### config.mk
export PLATFORM = sky130hd
export DESIGN_NAME = ifetch_prefetch_buf
export DESIGN_NICKNAME = d
export VERILOG_FILES = /design/src/rtl/ifetch_pkg.sv /design/src/rtl/ifetch_fifo.sv /design/src/rtl/ifetch_prefetch_buf.sv
export SDC_FILE = /design/constraint.sdc
export NUM_CORES = 1
export LEC_CHECK = 0
export CAP_MARGIN = 20
export CORE_MARGIN = 1.5
export CORE_UTILIZATION = 40
export DETAILED_ROUTE_END_ITERATION = 16
export MAX_ROUTING_LAYER = met4
export PLACE_DENSITY = 0.66
export SETUP_SLACK_MARGIN = 0.5
export SYNTH_ARGS = -nofsm -noshare
export SYNTH_HDL_FRONTEND = slang
export SYNTH_SLANG_ARGS = --single-unit
### constraint.sdc
create_clock -name clk_i -period 4.8 [get_ports clk_i]
set_clock_uncertainty 0.05 [all_clocks]
set_input_delay 1.44 -clock clk_i [delete_from_list [all_inputs] [get_ports clk_i]]
set_output_delay 1.44 -clock clk_i [all_outputs]
set_load 0.01 [all_outputs]
### src/rtl/ifetch_pkg.sv
// Shared types for the instruction-fetch prefetch buffer.
package ifetch_pkg;

   localparam int INST_BYTES = 4;
   localparam int FE_ADDR_W  = 32;
   localparam int FE_DATA_W  = 32;

   typedef struct packed {
      logic [FE_ADDR_W-1:0] pc;
      logic [FE_DATA_W-1:0] inst;
   } fetch_entry_t;

   typedef enum logic [1:0] {
      IDLE  = 2'd0,
      FETCH = 2'd1,
      FLUSH = 2'd2
   } ifetch_state_e;

endpackage

### src/rtl/ifetch_fifo.sv
// Small synchronous FIFO of fetch entries. clear wins over push and pop.
// The head is read combinationally so the consumer sees it the cycle after a push.
module ifetch_fifo
   import ifetch_pkg::*;
#(
   parameter int  DEPTH   = 4,
   parameter type entry_t = fetch_entry_t
) (
   input  logic                   clk_i,
   input  logic                   rst_i,
   input  logic                   clear_i,
   input  logic                   push_i,
   input  entry_t                 push_data_i,
   input  logic                   pop_i,
   output logic [$clog2(DEPTH):0] count_o,
   output logic                   full_o,
   output logic                   empty_o,
   output entry_t                 head_o
);

   localparam int PTR_W = $clog2(DEPTH);
   localparam logic [PTR_W:0] DEPTH_C = (PTR_W+1)'(DEPTH);

   entry_t           mem_q [DEPTH];
   logic [PTR_W-1:0] rd_ptr_q, rd_ptr_d;
   logic [PTR_W-1:0] wr_ptr_q, wr_ptr_d;
   logic [PTR_W:0]   count_q, count_d;
   logic             push_ok, pop_ok;

   // A push into a full FIFO is only legal alongside a pop.
   assign push_ok = push_i && (!full_o || pop_i);
   assign pop_ok  = pop_i && !empty_o;

   assign full_o  = (count_q == DEPTH_C);
   assign empty_o = (count_q == '0);
   assign count_o = count_q;
   assign head_o  = mem_q[rd_ptr_q];

   // Next pointer and occupancy values.
   always_comb begin
      rd_ptr_d = rd_ptr_q;
      wr_ptr_d = wr_ptr_q;
      count_d  = count_q;
      if (clear_i) begin
         rd_ptr_d = '0;
         wr_ptr_d = '0;
         count_d  = '0;
      end else begin
         if (push_ok) wr_ptr_d = wr_ptr_q + PTR_W'(1);
         if (pop_ok)  rd_ptr_d = rd_ptr_q + PTR_W'(1);
         if (push_ok && !pop_ok) count_d = count_q + (PTR_W+1)'(1);
         if (!push_ok && pop_ok) count_d = count_q - (PTR_W+1)'(1);
      end
   end

   // Storage array; no reset, occupancy decides what is visible.
   always_ff @(posedge clk_i) begin
      if (push_ok && !clear_i) mem_q[wr_ptr_q] <= push_data_i;
   end

   // Pointer and occupancy registers.
   always_ff @(posedge clk_i) begin
      if (rst_i) begin
         rd_ptr_q <= '0;
         wr_ptr_q <= '0;
         count_q  <= '0;
      end else begin
         rd_ptr_q <= rd_ptr_d;
         wr_ptr_q <= wr_ptr_d;
         count_q  <= count_d;
      end
   end

endmodule

### src/rtl/ifetch_prefetch_buf.sv
// Instruction-fetch front end: issues sequential fetches over a req/gnt/rvalid
// memory port and buffers {pc, inst} pairs for the datapath. A redirect flushes
// the buffer; responses already in flight are dropped by count.
// Optional macro IFETCH_PERF_EN adds saturating redirect/drop/stall counters.
module ifetch_prefetch_buf
   import ifetch_pkg::*;
#(
   parameter int              ADDR_W   = 32,
   parameter int              DATA_W   = 32,
   parameter int              DEPTH    = 4,
   parameter logic [ADDR_W-1:0] RESET_PC = ADDR_W'(32'hBFC0_0000)
) (
   input  logic              clk_i,
   input  logic              rst_i,
   input  logic              redirect_i,
   input  logic [ADDR_W-1:0] redirect_pc_i,
   output logic              inst_valid_o,
   input  logic              inst_ready_i,
   output logic [DATA_W-1:0] inst_o,
   output logic [ADDR_W-1:0] inst_pc_o,
   output logic              mem_req_o,
   output logic [ADDR_W-1:0] mem_addr_o,
   input  logic              mem_gnt_i,
   input  logic              mem_rvalid_i,
   input  logic [DATA_W-1:0] mem_rdata_i
`ifdef IFETCH_PERF_EN
   ,
   output logic [31:0]       perf_flush_cnt_o,
   output logic [31:0]       perf_drop_cnt_o,
   output logic [31:0]       perf_stall_cnt_o
`endif
);

   localparam int CNT_W = $clog2(DEPTH) + 1;
   localparam logic [ADDR_W-1:0] ALIGN_MASK = ~ADDR_W'(INST_BYTES - 1);
   localparam logic [ADDR_W-1:0] PC_STEP    = ADDR_W'(INST_BYTES);
   localparam logic [CNT_W:0]    CREDIT_MAX = (CNT_W+1)'(DEPTH);

   typedef struct packed {
      logic [ADDR_W-1:0] pc;
      logic [DATA_W-1:0] inst;
   } buf_entry_t;

   ifetch_state_e     state_q;
   logic [ADDR_W-1:0] fetch_pc_q, fetch_pc_d;
   logic [ADDR_W-1:0] rsp_pc_q, rsp_pc_d;
   logic [CNT_W-1:0]  outst_q, outst_d;
   logic [CNT_W-1:0]  discard_q, discard_d;

   logic [CNT_W-1:0]  fifo_count;
   logic              fifo_full, fifo_empty;
   buf_entry_t        fifo_head, push_entry;
   logic              credit_ok, gnt, drop_rsp, push, pop;

   // Fetch slots are reserved at issue time, so every response has room.
   assign credit_ok  = ({1'b0, fifo_count} + {1'b0, outst_q}) < CREDIT_MAX;
   assign mem_req_o  = !rst_i && (state_q != IDLE) && !redirect_i && credit_ok;
   assign mem_addr_o = rst_i ? (RESET_PC & ALIGN_MASK) : fetch_pc_q;
   assign gnt        = mem_req_o && mem_gnt_i;

   // Responses belonging to an abandoned stream (or landing on a redirect) are dropped.
   assign drop_rsp   = mem_rvalid_i && (redirect_i || (discard_q != '0));
   assign push       = mem_rvalid_i && !drop_rsp;
   assign push_entry = '{pc: rsp_pc_q, inst: mem_rdata_i};

   assign inst_valid_o = !rst_i && !fifo_empty;
   assign pop          = inst_valid_o && inst_ready_i;
   assign inst_o       = inst_valid_o ? fifo_head.inst : '0;
   assign inst_pc_o    = inst_valid_o ? fifo_head.pc   : '0;

   ifetch_fifo #(
      .DEPTH   (DEPTH),
      .entry_t (buf_entry_t)
   ) u_fifo (
      .clk_i       (clk_i),
      .rst_i       (rst_i),
      .clear_i     (redirect_i),
      .push_i      (push),
      .push_data_i (push_entry),
      .pop_i       (pop),
      .count_o     (fifo_count),
      .full_o      (fifo_full),
      .empty_o     (fifo_empty),
      .head_o      (fifo_head)
   );

   // Next-state for the address counters and in-flight bookkeeping; redirect dominates.
   always_comb begin
      fetch_pc_d = fetch_pc_q;
      rsp_pc_d   = rsp_pc_q;
      outst_d    = outst_q;
      discard_d  = discard_q;
      if (redirect_i) begin
         fetch_pc_d = redirect_pc_i & ALIGN_MASK;
         rsp_pc_d   = redirect_pc_i & ALIGN_MASK;
         outst_d    = outst_q - CNT_W'(mem_rvalid_i);
         discard_d  = outst_q - CNT_W'(mem_rvalid_i);
      end else begin
         if (gnt)      fetch_pc_d = fetch_pc_q + PC_STEP;
         if (push)     rsp_pc_d   = rsp_pc_q + PC_STEP;
         if (drop_rsp) discard_d  = discard_q - CNT_W'(1);
         outst_d = outst_q + CNT_W'(gnt) - CNT_W'(mem_rvalid_i);
      end
   end

   // Fetch FSM plus the counters it steers.
   always_ff @(posedge clk_i) begin
      if (rst_i) begin
         state_q    <= IDLE;
         fetch_pc_q <= RESET_PC & ALIGN_MASK;
         rsp_pc_q   <= RESET_PC & ALIGN_MASK;
         outst_q    <= '0;
         discard_q  <= '0;
      end else begin
         fetch_pc_q <= fetch_pc_d;
         rsp_pc_q   <= rsp_pc_d;
         outst_q    <= outst_d;
         discard_q  <= discard_d;
         case (state_q)
            IDLE:    state_q <= FETCH;
            FETCH:   if (redirect_i && (discard_d != '0)) state_q <= FLUSH;
            FLUSH:   if (!redirect_i && (discard_d == '0)) state_q <= FETCH;
            default: state_q <= IDLE;
         endcase
      end
   end

`ifdef IFETCH_PERF_EN
   logic [31:0] perf_flush_q, perf_drop_q, perf_stall_q;

   assign perf_flush_cnt_o = perf_flush_q;
   assign perf_drop_cnt_o  = perf_drop_q;
   assign perf_stall_cnt_o = perf_stall_q;

   // Saturating event counters; a redirect does not clear them.
   always_ff @(posedge clk_i) begin
      if (rst_i) begin
         perf_flush_q <= '0;
         perf_drop_q  <= '0;
         perf_stall_q <= '0;
      end else begin
         if (redirect_i && (perf_flush_q != '1)) perf_flush_q <= perf_flush_q + 32'd1;
         if (drop_rsp && (perf_drop_q != '1))    perf_drop_q  <= perf_drop_q + 32'd1;
         if (inst_ready_i && !inst_valid_o && (perf_stall_q != '1))
            perf_stall_q <= perf_stall_q + 32'd1;
      end
   end
`endif

endmodule

==> flow_summary.yaml <==
run_status:
  status: "complete, no violations"
floorplan:
  core_area_um2: 34500
  die_y_um: 190
  pin_count: 168
  dieArea_um2: 36000
  dieWidth_um: 190
  start_util: 0.405
  rows: 68
cts:
  cts_root_buffer: "clkbuf_16"
  numClockSinks: 325
  cts_buffers: 35
  cts_tree: "built"
  cts_max_path_buffers: 3
  clk-insertion-delay-late_ns: 0.50
  path_clk_slew_ns: 0.06
  h-tree-depth: 2
  cts_setup_buffers: 0
min_path:
  hold_class: "reg -> reg"
  hp-start: "fetch_pc_q[13]"
  hold-path-cell-count: 2
  holdPathEnd: "fetch_pc_q[13]"
sta:
  rsz0062_at_grt: "true"
  relSlewSlack: 0.283
  setup_tns_ns: 0
  finalHoldViolCount: 0
  fin_crit_ns: 4.27
  fmax_ghz: 0.234
  tightestPinTransition_ns: 1.07
  timing.final.crit_share: 0.890
  slew_violations: 0
  setup_viol: 0
yosys:
  synth_top_cells_by_count: "edfxtp_1 (248), dfxtp_1 (77), and3_1 (70), mux4_2 (62), nor2_1 (49)"
  yosysTopAreaCell: "edfxtp_1"
  ys_async_sr_fraction: 0
  synth-edff-count: 248
  yosys_most_used_dff: "edfxtp_1"
  syn_inst: 963
  ys_types: 71
  synth_top_area_frac: 0.534
  synth_area_leaders: "edfxtp_1 (53%), dfxtp_1 (11%), mux4_2 (10%)"
  ys_seq_area_frac: 0.644
  yosys_warnings: 0
  netlist_area_um2: 14000
  synth.most_common_cell: "edfxtp_1"
  syn_area_per_cell_um2: 14.5
  synth-seq-cells: 325
global_routing:
  grt_pass1_wl_um: 49400
  antenna_found_initial: 0
  grt_usage: 0.184
  grt_max_degree: 65
  grt_pass1_vias: 8511
  grt_overflow: 0
critical_path:
  r2r_slack_ns: 1.59
  start_kind: "input pin"
  r2r_start: "u_fifo.count_o[2]"
  critPathKind: "in -> out"
  worstSetupEndpointType: "output port"
  arrival_ns: 2.78
  timing.critical_path.mode_cell: "clkdlybuf4s50_1"
  worstPathRequired_ns: 3.31
  timing.rr.end: "u_fifo.count_o[2]"
  r2r.worst_path.cells: 11
  crit_fanout: 3
  max_stage_delay_ns: 0.54
  cpMaxStageDelayCell: "clkdlybuf4s50_1"
  crit_chain: "clkdlybuf4s50_1 > nor2_2 > o2111a_1 > clkdlybuf4s50_1"
routing:
  initialDrtViolationCount: 630
  first_pass_iters: 5
  num_vias: 8631
  ant_nets: 0
  wl_um: 32400
  remaining_drc_errors: 0
  routed_via_density: 5.35
  drt-wirelength-per-cell_um: 20.1
finish:
  fin_util: 0.505
  fin_cells: 1614
  syn_to_final_growth_pct: 24.6
  layout-drive-gt1-share: 0.161
  fin_nets: 1221
  antenna_cells: 0
placement:
  io_buffers: 161
  gp_congestion: 0.838
  dp_hpwl_um: 20500
  dp_cells: 1548
power:
  peakVddDrop_mv: 0.199
  power.leakage_nw: 5.83
  powerDensity_nw_per_um2: 357
job:
  drv_cap: 0
[state kept, by name, indices dropped and copies added (netlist names), named ones only]
signal,count
discard_q,3
fetch_pc_q,30
outst_q,3
rsp_pc_q,30
state_q,2
u_fifo.count_o,3
u_fifo.mem_q,248
u_fifo.rd_ptr_q,2
u_fifo.wr_ptr_q,2
[power breakdown]
| part | internal [W] | switching, W | leakage, nW | total (W) |
|---|---|---|---|---|
| Clock | 0.00154 | 0.00103 | 0.536 | 0.00257 |
| Combinational | 0.000220 | 0.000228 | 2.41 | 0.000449 |
| Sequential | 0.00311 | 0.0000776 | 2.88 | 0.00319 |
[per-stage QoR]
stage	power [W]	setup WS [ns]	cell area [µm²]	hold WS [ns]
floorplan	0.00347	0.871	14000	0.408
global placement	0.00367	0.465	16200	0.426
detailed placement	0.00368	0.382	16200	0.437
CTS	0.00627	0.472	17300	0.448
global route	0.00643	0.455	17400	0.467
finish	0.00620	0.526	17400	0.447
[routing by layer]
| metal | wire length, µm | track usage | up-vias |
|---|---|---|---|
| met3 | 1910 | 0.0284 | 42 |
| met1 | 15000 | 0.252 | 4265 |
| li1 | - | - | 4043 |
| met5 | 0 | - | - |
| met4 | 500 | 0.0412 | 0 |
| met2 | 15000 | 0.291 | 281 |
[logic make-up (layout without fill, tap and decap cells)]
group                    Yosys count  after routing  synth area share
AO/OA/AOI/OAI                    122            122            0.0585
other                              1              4          0.000269
adder cells (fa/ha/maj)           17             17            0.0163
buffers and inverters             89            282            0.0274
multiplexers                      68             68             0.105
XOR/XNOR                          41             41            0.0257
AND/OR/NAND/NOR                  300            300             0.123
flip-flops                       325            325             0.644
[timing repair]
| action | in CTS | in global routing |
|---|---|---|
| hold buffers | 0 | 0 |
| cloned | 1 | 2 |
| resized for setup | 1 | 7 |
| setup endpoints to repair | 22 | 45 |
[final cells by class]
type	count	area, µm²
Inverter	27	104
Sequential cell	325	8990
Timing Repair Buffer	193	2030
Clock buffer	47	941
Clock inverter	15	148
Multi-Input combinational cell	552	4610
Fill cell	2941	17100
Tap cell	455	569
[worst max path at each step]
stage          cells after the start  slack [ns]       start      endpoint
6_report                           4        0.53  redirect_i     mem_req_o
5_1_grt                            4        0.45  redirect_i     mem_req_o
4_1_cts                            5        0.47       rst_i  inst_valid_o
3_3_place_gp                      13        0.46  redirect_i    outst_q[2]
2_1_floorplan                     14        0.87  redirect_i    outst_q[2]
3_5_place_dp                      13        0.38  redirect_i    outst_q[2]
[cell usage in the layout, fill, tap and decap left out, types with 17 or more instances in the layout]
| cell | count |
|---|---|
| nand3_1 | 32 |
| nand2_1 | 47 |
| edfxtp_1 | 248 |
| nor2b_1 | 18 |
| dfxtp_1 | 75 |
| a21oi_1 | 35 |
| buf_4 | 19 |
| clkbuf_16 | 37 |
| and3_1 | 70 |
| clkdlybuf4s50_1 | 160 |
| inv_1 | 25 |
| nor2_1 | 48 |
| xnor2_1 | 25 |
| nand4_1 | 17 |
| mux4_2 | 62 |
[worst max-delay path, delay by kind of cell]
family / cells / cell delay, ns
AND/OR/NAND/NOR: 1 / 0.14
buffers and inverters: 2 / 1.00
AO/OA/AOI/OAI: 1 / 0.20
Power figures use the tool's default switching activity.
